`config.mk`:
```
export PLATFORM = sky130hd
export DESIGN_NAME = dmem_ctrl
export DESIGN_NICKNAME = d
export VERILOG_FILES = /design/src/rtl/dmem_ctrl.sv
export SDC_FILE = /design/constraint.sdc
export NUM_CORES = 1
export LEC_CHECK = 0
export CORE_MARGIN = 4
export CORE_UTILIZATION = 25
export CTS_CLUSTER_SIZE = 12
export DETAILED_ROUTE_END_ITERATION = 16
export SYNTH_ARGS = -nofsm -noshare
export SYNTH_HDL_FRONTEND = slang
export SYNTH_SLANG_ARGS = --single-unit
```
`constraint.sdc`:
```
create_clock -name clk -period 6 [get_ports clk]
set_input_delay 1.5 -clock clk [delete_from_list [all_inputs] [get_ports clk]]
set_output_delay 1.5 -clock clk [all_outputs]
set_load 0.01 [all_outputs]
```
`src/rtl/dmem_ctrl.sv`:
```
// Data-memory controller: store write buffer plus a load/store FSM
// sharing one single-outstanding request port toward memory.
module dmem_ctrl #(
    parameter int WBUF_DEPTH = 2
) (
    input  logic        clk,
    input  logic        reset,
    input  logic        core_wr_req,
    input  logic [31:0] core_wr_addr,
    input  logic [3:0]  core_wr_byte,
    input  logic [31:0] core_wr_data,
    output logic        core_wr_ready,
    input  logic        core_rd_req,
    input  logic [31:0] core_rd_addr,
    output logic        core_rd_ready,
    output logic [31:0] dmem_read_data,
    output logic        dmem_read_valid,
    output logic        dmem_write_valid,
    output logic        mem_req_valid,
    input  logic        mem_req_ready,
    output logic        mem_we,
    output logic [31:0] mem_addr,
    output logic [3:0]  mem_wstrb,
    output logic [31:0] mem_wdata,
    input  logic        mem_rsp_valid,
    input  logic [31:0] mem_rsp_data
);

    localparam int PW = (WBUF_DEPTH > 1) ? $clog2(WBUF_DEPTH) : 1;
    localparam int CW = $clog2(WBUF_DEPTH + 1);

    typedef enum logic [2:0] {
        IDLE,
        WR_REQ,
        RD_HAZ,
        RD_REQ,
        RD_WAIT
    } state_t;

    state_t state;

    logic [29:0] wb_addr [WBUF_DEPTH];
    logic [3:0]  wb_strb [WBUF_DEPTH];
    logic [31:0] wb_data [WBUF_DEPTH];
    logic [WBUF_DEPTH-1:0] vld;

    logic [PW-1:0] wptr, rptr;
    logic [CW-1:0] count, count_next;
    logic [31:0]   rd_addr;

    logic full, empty, push, pop, drain, hazard;

    function automatic logic [PW-1:0] nxt(input logic [PW-1:0] p);
        return (p == PW'(WBUF_DEPTH - 1)) ? '0 : p + PW'(1);
    endfunction

    assign full  = (count == CW'(WBUF_DEPTH));
    assign empty = (count == '0);
    assign push  = core_wr_req && !full;
    assign drain = (state == WR_REQ) || (state == RD_HAZ && !empty);
    assign pop   = drain && mem_req_ready;

    assign core_wr_ready = !full;
    assign core_rd_ready = (state == IDLE);

    assign mem_req_valid = drain || (state == RD_REQ);
    assign mem_we        = drain;
    assign mem_addr      = drain ? {wb_addr[rptr], 2'b00}
                                 : {rd_addr[31:2], 2'b00};
    assign mem_wstrb     = drain ? wb_strb[rptr] : 4'b0000;
    assign mem_wdata     = drain ? wb_data[rptr] : 32'h0;

    // Only entries present before this cycle's push take part in the check
    always_comb begin
        hazard = 1'b0;
        for (int i = 0; i < WBUF_DEPTH; i++) begin
            if (vld[i] && wb_addr[i] == core_rd_addr[31:2]) begin
                hazard = 1'b1;
            end
        end
    end

    always_comb begin
        count_next = count;
        if (push && !pop) begin
            count_next = count + CW'(1);
        end else if (pop && !push) begin
            count_next = count - CW'(1);
        end
    end

    always_ff @(posedge clk) begin
        if (push) begin
            wb_addr[wptr] <= core_wr_addr[31:2];
            wb_strb[wptr] <= core_wr_byte;
            wb_data[wptr] <= core_wr_data;
        end
    end

    always_ff @(posedge clk or negedge reset) begin
        if (!reset) begin
            wptr  <= '0;
            rptr  <= '0;
            count <= '0;
            vld   <= '0;
        end else begin
            count <= count_next;
            if (pop) begin
                rptr      <= nxt(rptr);
                vld[rptr] <= 1'b0;
            end
            if (push) begin
                wptr      <= nxt(wptr);
                vld[wptr] <= 1'b1;
            end
        end
    end

    always_ff @(posedge clk or negedge reset) begin
        if (!reset) begin
            state            <= IDLE;
            rd_addr          <= 32'h0;
            dmem_read_data   <= 32'h0;
            dmem_read_valid  <= 1'b0;
            dmem_write_valid <= 1'b0;
        end else begin
            dmem_write_valid <= pop;
            dmem_read_valid  <= (state == RD_WAIT) && mem_rsp_valid;
            unique case (state)
                IDLE: begin
                    if (core_rd_req) begin
                        rd_addr <= core_rd_addr;
                        state   <= hazard ? RD_HAZ : RD_REQ;
                    end else if (!empty) begin
                        state <= WR_REQ;
                    end
                end
                WR_REQ: begin
                    if (mem_req_ready) state <= IDLE;
                end
                RD_HAZ: begin
                    if (count_next == '0) state <= RD_REQ;
                end
                RD_REQ: begin
                    if (mem_req_ready) state <= RD_WAIT;
                end
                RD_WAIT: begin
                    if (mem_rsp_valid) begin
                        dmem_read_data <= mem_rsp_data;
                        state          <= IDLE;
                    end
                end
                default: state <= IDLE;
            endcase
        end
    end

    logic unused;
    assign unused = ^{core_wr_addr[1:0], rd_addr[1:0]};

endmodule

```
# Yosys cells after proc, flatten, opt, wreduce, memory -nomap -nowiden
# Memories as Yosys holds them, arrays and structs flattened.
# Index checks and enable logic that the tools add are counted.
word_totals:
  reg_bits: 75
  ramBits: 132
  inputBits: 138
  out_inout_bits: 106
  elab_cells: 82
  n_memories: 3
classes:
  add_sub_neg: 4
  order_cmp: 4
  eq_ne: 12
  n_mux: 25
  bitwise: 3
  n_reduce_logical: 22
memory_table:
  columns: ["memory", "depth", "width", "rd", "rd_ports_with_merged_regs", "write_ports", "line_no", "source"]
  rows:
  - ["wb_data", 2, 32, 1, 0, 1, "44", "logic [31:0] wb_data [WBUF_DEPTH];"]
  - ["wb_addr", 2, 30, 3, 0, 1, "42", "logic [29:0] wb_addr [WBUF_DEPTH];"]
  - ["wb_strb", 2, 4, 1, 0, 1, "43", "logic [3:0] wb_strb [WBUF_DEPTH];"]
ops:
  columns: ["op", "n"]
  rows:
  - ["$mux W32", 2]
  - ["$eq A30 B30 Y1", 2]
  - ["$mux W3", 6]
  - ["$pmux W3 S5", 1]
  - ["$logic_and A1 B1 Y1", 10]
  - ["$mux W1", 9]
  - ["$mux W2", 4]
  - ["$eq A3 B2 Y1 const B", 2]
  - ["$ne A2 B2 Y1 const B", 3]
  - ["$reduce_and A5 Y1", 1]
  - ["$logic_not A1 Y1", 4]
  - ["$logic_not A2 Y1", 2]
  - ["$lt A1 B2 Y1 const B", 2]
  - ["$mux W4", 1]
  - ["$reduce_and A2 Y1", 2]
  - ["$eq A3 B1 Y1 const B", 1]
  - ["$eq A3 B3 Y1 const B", 1]
  - ["$logic_not A3 Y1", 1]
  - ["$ne A3 B3 Y1 const B", 1]
  - ["$add A1 B1 Y1 const B", 2]
  - ["$add A2 B1 Y2 const B", 1]
  - ["$and A2 B2 Y2", 1]
  - ["$demux W1 S1", 2]
  - ["$eq A2 B2 Y1 const B", 1]
  - ["6 further kinds", 8]

# Logic depth before layout (Yosys ltp)
# Gate-level depths: netlist of run 1.
logic_depth:
  depth_word: 11
  mapped_depth: 9
  ltp_nobuf: 9

# Least setup slack after synthesis of run 1
# OpenSTA, ideal clock, no wires.
synth_path:
  kind: "input port to flip-flop"
  startpoint: "input port core_wr_req"
  endpoint: "memory wb_addr[0][0], enable pin"
  setup_time_ns: 0.491
  arrival_ns: 4.402
  required_ns: 5.509
  setup_slack_ns: 1.107
  path_stages: 2
  path_cell_list: "nand2b_1 nor2_1"
synth_via:
  elab_chain_len: 3
synth_lines:
  columns: ["element", "line_no", "source"]
  rows:
  - ["start: declaration", "8", "input logic core_wr_req,"]
  - ["$logic_and A1 B1 Y1", "59", "assign push = core_wr_req && !full;"]
  - ["$mux W1", "93", "if (push) begin"]
  - ["$mux W1 (not written as such)", "94", "wb_addr[wptr] <= core_wr_addr[31:2];"]
  - ["end: declaration", "42", null]
# Every way passes these cells.

# Worst setup path after layout of run 1
layout_path:
  startpoint: "register count[0]"
  endpoint: "output port mem_addr[26]"
layout_via:
  elab_chain_len: 5
layout_lines:
  columns: ["element", "line_no", "source"]
  rows:
  - ["start: declaration", "48", "logic [CW-1:0] count, count_next;"]
  - ["start signal: assignment", "107", "count <= count_next;"]
  - ["$logic_not A2 Y1", "58", "assign empty = (count == '0);"]
  - ["$logic_not A1 Y1", null, null]
  - ["$logic_and A1 B1 Y1", "60", "assign drain = (state == WR_REQ) || (state == RD_HAZ && !empty);"]
  - ["$logic_or A1 B1 Y1", "60", null]
  - ["$mux W32", "68", "assign mem_addr = drain ? {wb_addr[rptr], 2'b00}"]
  - ["end: declaration", "22", "output logic [31:0] mem_addr,"]
# Every way passes these cells.

==> results of run 1 <==
## cell families after synthesis
family	after synthesis	synth area share, %
adder cells (fa/ha/maj)	2	0.2875
other	1	0.04309
buffers and inverters	37	1.984
XOR/XNOR	63	6.341
multiplexers	130	15.86
flip-flops	205	66.54
AND/OR/NAND/NOR	109	5.967
AO/OA/AOI/OAI	46	2.976
## synthesized netlist by cell type, types with 6 or more instances
master                     number  area share, %
sky130_fd_sc_hd__o21ai_0       21            1.2
sky130_fd_sc_hd__nor2_1        42            1.8
sky130_fd_sc_hd__nand2_1       34            1.5
sky130_fd_sc_hd__buf_2         15           0.86
sky130_fd_sc_hd__xor2_1        22            2.2
sky130_fd_sc_hd__clkbuf_1      12           0.52
sky130_fd_sc_hd__nor4_1         8           0.58
sky130_fd_sc_hd__mux2i_1       67            7.7
sky130_fd_sc_hd__o21ai_1       11           0.63
sky130_fd_sc_hd__nand4_1       12           0.86
sky130_fd_sc_hd__mux2_2        63            8.2
sky130_fd_sc_hd__xnor2_1       41            4.1
sky130_fd_sc_hd__dfrtp_1       73             21
sky130_fd_sc_hd__edfxtp_1     132             46
sky130_fd_sc_hd__inv_1          6           0.26
## worst paths after layout
kind	endpoint	cells after the start	slack, ns	from
worst min-delay path	vld[1]	1	0.49	vld[1]
worst max register to register	wb_data[0][0]	5	3.62	count[0]
max in group asynchronous	rptr	2	4.04	reset
worst min register to register	vld[1]	1	0.49	vld[1]
min in group asynchronous	dmem_read_data[12]	1	0.94	reset
worst max-delay path	mem_addr[26]	8	1.41	count[0]
## metrics by stage
stage / total power [W] / utilization (%) / cell area, sq um
floorplan: 0.003669 / - / 8706
global placement: 0.005126 / 33.61 / 11580
detailed placement: 0.005151 / 33.61 / 11580
CTS: 0.006745 / 36.10 / 12440
global route: 0.007000 / 36.11 / 12440
finish: 0.006595 / 36.11 / 12440
## state kept, by name (all words and copies together), names as in the netlist
signal            flops
wb_data              64
dmem_write_valid      1
count                 2
rd_addr              30
vld                   2
wptr                  1
dmem_read_data       32
wb_addr              60
state                 3
wb_strb               8
rptr                  1
dmem_read_valid       1
## power by group
group          leakage [nW]  switching (W)  total [W]  internal, W
logic                  2.12        0.00126    0.00272      0.00146
clock network         0.426       0.000597    0.00155     0.000950
registers              2.12       0.000318    0.00232      0.00201
total                  4.66        0.00218    0.00660      0.00442
## cell type report
| type | instances | area share, % |
|---|---|---|
| diodes | 2 | 0.04022 |
| inverters | 7 | 0.2111 |
| repair buffers | 245 | 19.53 |
| clock buffers | 42 | 6.445 |
| flip-flops and latches | 205 | 46.56 |
| multi-input cells | 352 | 22.20 |
| clock inverters | 6 | 0.4424 |
| well taps | 455 | 4.575 |
## routing by layer
metal	vias to the layer above	routed length [microns]	track usage (%)
met5	-	54	0
li1	2643	-	-
met4	6	559	2.969
met1	2638	10090	14.81
met3	43	1663	4.091
met2	141	11580	20.51
==> results by stage, run 1 <==
Run status:
- The run finished with clean final reports.

STA:
- For the final database, setup skew stands at 0.01754 ns.
- Setup repair after global routing left no endpoint under its margin.
- The number of hold violations in the final report was 0.
- The routed design could run at a clock period as short as 4.585 ns.
- The setup total negative slack is 0 ns.
- The max-slew violation count was 0.
- The tightest slew margin relative to the limit is 25.59%.
- Final hold analysis gives a worst-case slack of 0.4871 ns.
- The post-route clock period utilization is 76.42%.
- The final worst setup slack is 1.415 ns.
- For the pin with the worst max-slew slack, the measured transition is 1.116 ns.
- The total setup violations reported at the end of the flow is 0.
- Timing would allow up to 218.1 MHz.

Critical path:
- The critical path goes through inv_1 -> ha_1 -> nor4b_4 -> nor2_4 -> buf_4 -> nand2_1 -> o21ai_0 -> clkdlybuf4s50_1.
- The highest net fanout along the worst path is 49.
- The critical path arrival is 3.09 ns.
- The sum of buffers and inverters on the critical path is 3.
- The critical path start-end classification is reg -> out.
- The cell at the slowest stage of the critical path is sky130_fd_sc_hd__clkdlybuf4s50_1.
- Data on the critical path is required at its endpoint by 4.50 ns.
- The worst setup path is launched from a flop.
- The kind of cell with the highest combined delay along the critical path is buffers and inverters.
- The stage delay of the slowest cell on the critical path is 0.63 ns.
- STA classifies the critical path endpoint as an output port.

Yosys:
- Synthesis produced a netlist whose cell count is 593.
- The share of async-settable or async-resettable flops after synthesis is 35.61%.
- The most used flip-flop cell after synthesis is sky130_fd_sc_hd__edfxtp_1.
- Counting flops with a built-in enable in the synthesized netlist gives 132.
- Counting distinct cell types in the post-synthesis netlist gives 39.
- Yosys printed 0 warnings.
- The mean area per synthesized cell is 14.67 sq um.
- The part of the Yosys area used for sequential elements is 66.54%.
- The netlist area before placement is 0.008702 sq mm.
- The synthesized flop and latch total is 205.

Route:
- The final route contains 5471 vias.
- The post-detailed-route count of antenna-violating nets is 0.
- Using the TritonRoute via totals, the vias-per-cell ratio works out to 4.164.
- The average wire length per cell after detail routing is 18.23 microns.
- The total wirelength of the detailed-routed design is 23950 microns.
- For this run, design rule violations remaining after detail routing come to 0.
- The detailed router finished its first iteration with 176 violations.
- The count of TritonRoute iterations in the first routing pass is 4.

Clock network:
- The number of levels the H-tree was split into is 1.
- The number of sinks driven by the clock tree is 205.
- The clock passes through at most 3 buffers.
- The number of hold buffers added after CTS was 0.
- The clock reaches the later pin of the worst-skew pair after 0.53 ns.
- The tree is rooted in a sky130_fd_sc_hd__clkbuf_16.
- Buffers added to address setup during post-CTS repair amount to 0.
- TritonCTS created 26 clock buffers.
- After clock tree synthesis, the clock-pin slew on the worst setup and hold paths is 0.06 ns.
- The post-CTS resize count is 0.
- The CTS tree is done.

Place:
- In this run the tool buffered the top-level ports with 237 buffer cells.
- At the end of routability-driven placement, the weighted congestion stood at 0.7540.
- Timing analysis after detailed placement gives a worst setup slack of 1.904 ns.
- The placed instance count is 1264.
- The sum of net half-perimeters after detailed placement is 16430 microns.

Job:
- The max capacitance violation total is 0.

Global route:
- The initial antenna violation count is 4.
- The first global-routing pass estimated 35290 microns of wire.
- The total track usage is 12.06%.
- The total global routing overflow is 0.
- The pin count of the biggest net entering global routing is 68.
- The number of global-route vias before repair is 5835.

Power and ir drop:
- Summed over all cells, the static leakage comes to 4.663 nW.
- Power spread over the standard cell area amounts to 530.0 mW/mm^2.
- The highest ir drop seen on vdd is 0.2873 mV.

Floorplan:
- The floorplan step defined a die boundary enclosing 0.03786 sq mm.
- The floorplan core area is 0.03446 sq mm.
- In this run the core area contains 68 standard-cell rows.
- Once the floorplan was initialized, standard cells occupied 25.25% of the core.
- The number of I/O pins is 244.
- The horizontal die dimension is 194.6 microns.
- The height of the chip is 194.6 microns.

Finish:
- The number of standard cells in the final layout excluding fillers is 1314.
- Cells with a size suffix above 1 make up 14.24% of the layout.
- The multi-input combinational cells in the finished layout cover a total of 0.002763 sq mm.
- The number of fill cells is 3274.
- In the layout the commonest cells are sky130_fd_sc_hd__clkdlybuf4s50_1 (236), sky130_fd_sc_hd__edfxtp_1 (132), sky130_fd_sc_hd__dfrtp_1 (72).
- The area growth from synthesis to layout is 43.00%.
- The most frequent standard cell in the layout excluding fill and tap cells is sky130_fd_sc_hd__clkdlybuf4s50_1.
- The net count of the finished layout is 977.
- In the final layout, flip-flops and latches occupy 0.005794 sq mm.

Min path:
- The worst hold-check path type is reg -> reg.
Note: power is estimated with default switching activity, not from simulation.
==> inputs of run 2 (changes only) <==
clock period = 4.8 ns   (was 6 ns; I/O delays follow)
==> run 2 against run 1 <==
Sequential power grew 22%. Largest cell class unchanged. Non-clock buffer count is 2 higher. Critical path depth stayed put. Global-route usage grew 0.086 points. Critical path type unchanged. Utilization shrank 0.21 points. Cell count is 0.15% lower. Final area down 0.58%. Hold slack better by 0.0045 ns. Die area stayed put. First-iteration DRC count down 15%. Worst setup slack worse by 0.89 ns.
==> results by stage, run 2 (same netlist as run 1, synthesis figures left out) <==
Clock network:
- The number of sinks driven by the clock tree was 205 (unchanged).
- The number of setup buffers added after CTS came to 0 (unchanged).
- The source-to-sink clock delay at the later pin of the worst-skew pair is 0.54 ns (was 0.53 ns).
- The number of levels the H-tree was split into is 1 (unchanged).
- The post-CTS resize count was 0 (unchanged).
- The register clock-pin slew on the reported worst setup and hold paths is 0.06 ns (about the same).
- The total of hold buffers inserted after clock tree synthesis is 0 (unchanged).
- The CTS root buffer is sky130_fd_sc_hd__clkbuf_16 (unchanged).
- The clock buffer count from CTS was 26 (unchanged).
- The CTS tree is done (unchanged).
- The maximum number of buffers from clock root to sink is 3 (unchanged).

Route:
- The total wirelength of the detailed-routed design is 23960 microns (was 23950 microns).
- The number of vias in the routed layout is 5497 (was 5471).
- The post-detailed-route count of antenna-violating nets was 0 (unchanged).
- The average wire length per cell after detail routing came to 18.26 microns (was 18.23 microns).
- The total DRC errors in the routed layout is 0 (unchanged).
- The via-per-instance ratio is 4.190 (was 4.164).
- The count of TritonRoute iterations in the first routing pass came to 4 (unchanged).
- The number of DRC violations after detailed-routing iteration 0 came to 149 (was 176).

Critical path:
- The required time of the worst setup path is 3.60 ns (was 4.50 ns).
- The highest net fanout along the worst path is 34 (was 49).
- The endpoint of the worst register-to-register path is rd_addr[9] (was wb_data[0][0]).
- The category of the worst setup path capture point is an output port (unchanged).
- The cell at the slowest stage of the critical path is sky130_fd_sc_hd__clkdlybuf4s50_1 (unchanged).
- The length in cells of the worst reg-to-reg path is 4 (was 5).
- The internal reg-to-reg setup slack was 2.61 ns (was 3.62 ns).
- The critical path arrival is 3.08 ns (was 3.09 ns).
- The stage delay of the slowest cell on the critical path is 0.59 ns (was 0.63 ns).
- The startpoint of the worst-slack reg-to-reg timing path is state[0] (was count[0]).
- The launching element type of the critical path was a flop (unchanged).
- The critical path start-end classification was reg -> out (unchanged).
- Ordered cell list for the critical path: inv_1 -> ha_1 -> nor4b_4 -> nor2_4 -> buf_4 -> nand2_1 -> o21ai_0 -> clkdlybuf4s50_1 (unchanged).

Floorplan:
- The floorplan row count is 68 (unchanged).
- The overall die area is 0.03786 sq mm (unchanged).
- The initial cell density of the core came to 25.25% (unchanged).
- The horizontal die dimension is 194.6 microns (unchanged).
- The number of I/O pins is 244 (unchanged).
- The height of the chip is 194.6 microns (unchanged).
- The floorplan core area came to 0.03446 sq mm (unchanged).

Global route:
- The wire length of the first global-routing pass is 35690 microns (was 35290 microns).
- The initial antenna violation count is 5 (was 4).
- The total global routing overflow is 0 (unchanged).
- The pin count of the biggest net entering global routing is 68 (unchanged).
- The total track usage is 12.15% (was 12.06%).
- The number of global-route vias before repair came to 5928 (was 5835).

STA:
- Unrepaired setup endpoints after global routing: no (unchanged).
- The total setup violations reported at the end of the flow came to 0 (unchanged).
- The max-slew violation count is 0 (unchanged).
- The number of hold violations in the final report came to 0 (unchanged).
- The worst hold slack after final layout is 0.4916 ns (was 0.4871 ns).
- The clock period could shrink to 4.275 ns.
- After layout, the worst path uses 89.06% of the clock period.
- The worst clock skew on the final layout was 0.01085 ns (was 0.01754 ns).
- The tightest slew margin relative to the limit was 29.56% (was 25.59%).
- The slew at the pin with the worst max-slew slack was 1.057 ns (was 1.116 ns).
- For this run, the top clock speed supported by timing is 233.9 MHz.
- The setup total negative slack is 0 ns (unchanged).

Finish:
- The flip-flop count of the largest register after layout is 64 (unchanged).
- The share of layout cells above drive strength 1 came to 13.77% (was 14.24%).
- The number of fill cells is 3343 (was 3274).
- The antenna cell count is 0 (was 2).
- Largest registers: wb_data: 64 flops, wb_addr: 60 flops, dmem_read_data: 32 flops (unchanged).
- The multi-input combinational cell area is 0.002763 sq mm (unchanged).
- Commonest cells after routing, fill and taps aside: sky130_fd_sc_hd__clkdlybuf4s50_1 (236), sky130_fd_sc_hd__edfxtp_1 (132), sky130_fd_sc_hd__dfrtp_1 (72) (unchanged).
- The number of nets in the layout came to 979 (was 977).
- The post-route cell area was 0.01237 sq mm (was 0.01244 sq mm).
- The most flop-heavy register is wb_data (unchanged).
- The most frequent standard cell in the layout excluding fill and tap cells is sky130_fd_sc_hd__clkdlybuf4s50_1 (unchanged).
- The area growth from synthesis to layout is 42.17% (was 43.00%).
- The sequential standard cell area is 0.005794 sq mm (unchanged).

Place:
- The instance area at placement is 0.01161 sq mm (was 0.01158 sq mm).
- The number of I/O port buffers is 237 (unchanged).
- The sum of net half-perimeters after detailed placement is 16570 microns (was 16430 microns).
- The final weighted congestion in routability-driven placement was 0.7548 (was 0.7540).

Min path:
- The startpoint of the worst hold path was vld[1] (unchanged).
- The worst hold-check path type is reg -> reg (unchanged).
- The worst hold path stage count came to 1 (unchanged).
- The worst hold endpoint is vld[1] (unchanged).

Job:
- The max capacitance violation total was 0 (unchanged).

Power and ir drop:
- The standby leakage power is 4.621 nW (was 4.663 nW).
- The highest ir drop seen on vdd is 0.3158 mV (was 0.2873 mV).
- The cell area power density is 654.5 mW/mm^2 (was 530.0 mW/mm^2).

Run status:
- Result of the run: completed (unchanged).
==> run 2: stage by stage <==
stage / util (%) / setup WS (ns) / std cells / total power (W)
final: 35.90 / 0.5250 / 1312 / 0.008097
after global routing: 35.90 / 0.2924 / 1312 / 0.008608
after CTS: 35.90 / 0.4335 / 1312 / 0.008290
after detailed placement: 33.69 / 1.021 / 1266 / 0.006467
after global placement: 33.69 / 1.043 / 1266 / 0.006435
after floorplan: - / 0.2069 / 594 / 0.004586
==> run 2: final cells by class <==
type                       instances  area share (%)
clock inverter                     9          0.4854
clock buffer                      37           5.674
multi-input combinational        352           22.33
tap                              455           4.602
timing repair buffer             247           19.86
inverter                           7          0.2124
sequential                       205           46.83
==> run 2: where the power goes <==
group | total, W | switching (W) | internal [W]
combinational | 0.00350 | 0.00166 | 0.00184
sequential | 0.00283 | 0.000322 | 0.00251
clock | 0.00176 | 0.000747 | 0.00102
total | 0.00810 | 0.00273 | 0.00537
==> run 2: how the worst max path moves through the flow <==
| stage | startpoint | to | slack, ns | cells after the start |
|---|---|---|---|---|
| 2_1_floorplan | core_wr_req | wb_addr[0][0] | 0.21 | 2 |
| 3_3_place_gp | count[0] | mem_addr[12] | 1.04 | 8 |
| 3_5_place_dp | count[0] | mem_addr[12] | 1.02 | 8 |
| 4_1_cts | count[0] | mem_addr[12] | 0.43 | 8 |
| 5_1_grt | count[0] | mem_addr[18] | 0.29 | 8 |
| 6_report | count[0] | mem_addr[31] | 0.52 | 8 |
==> run 2: critical path, delay by kind of cell, from the launching register on <==
kind / cells / cell delay (ns)
buf+inv: 3 / 1.14
simple gates: 3 / 0.62
flops: 1 / 0.42
fa+ha+maj: 1 / 0.23
compound gates: 1 / 0.13
==> run 2: layer usage <==
layer | part of all wire, % | track usage (%)
met1 | 42 | 15.10
met2 | 49 | 20.75
met3 | 6.7 | 3.865
met4 | 2.1 | 2.760
met5 | 0.30 | 0
==> inputs of run 3 (changes only) <==
SLEW_MARGIN = 5   (was not set)
==> results of run 3 <==
Final layout, timing and power as in run 2 (identical DEF).
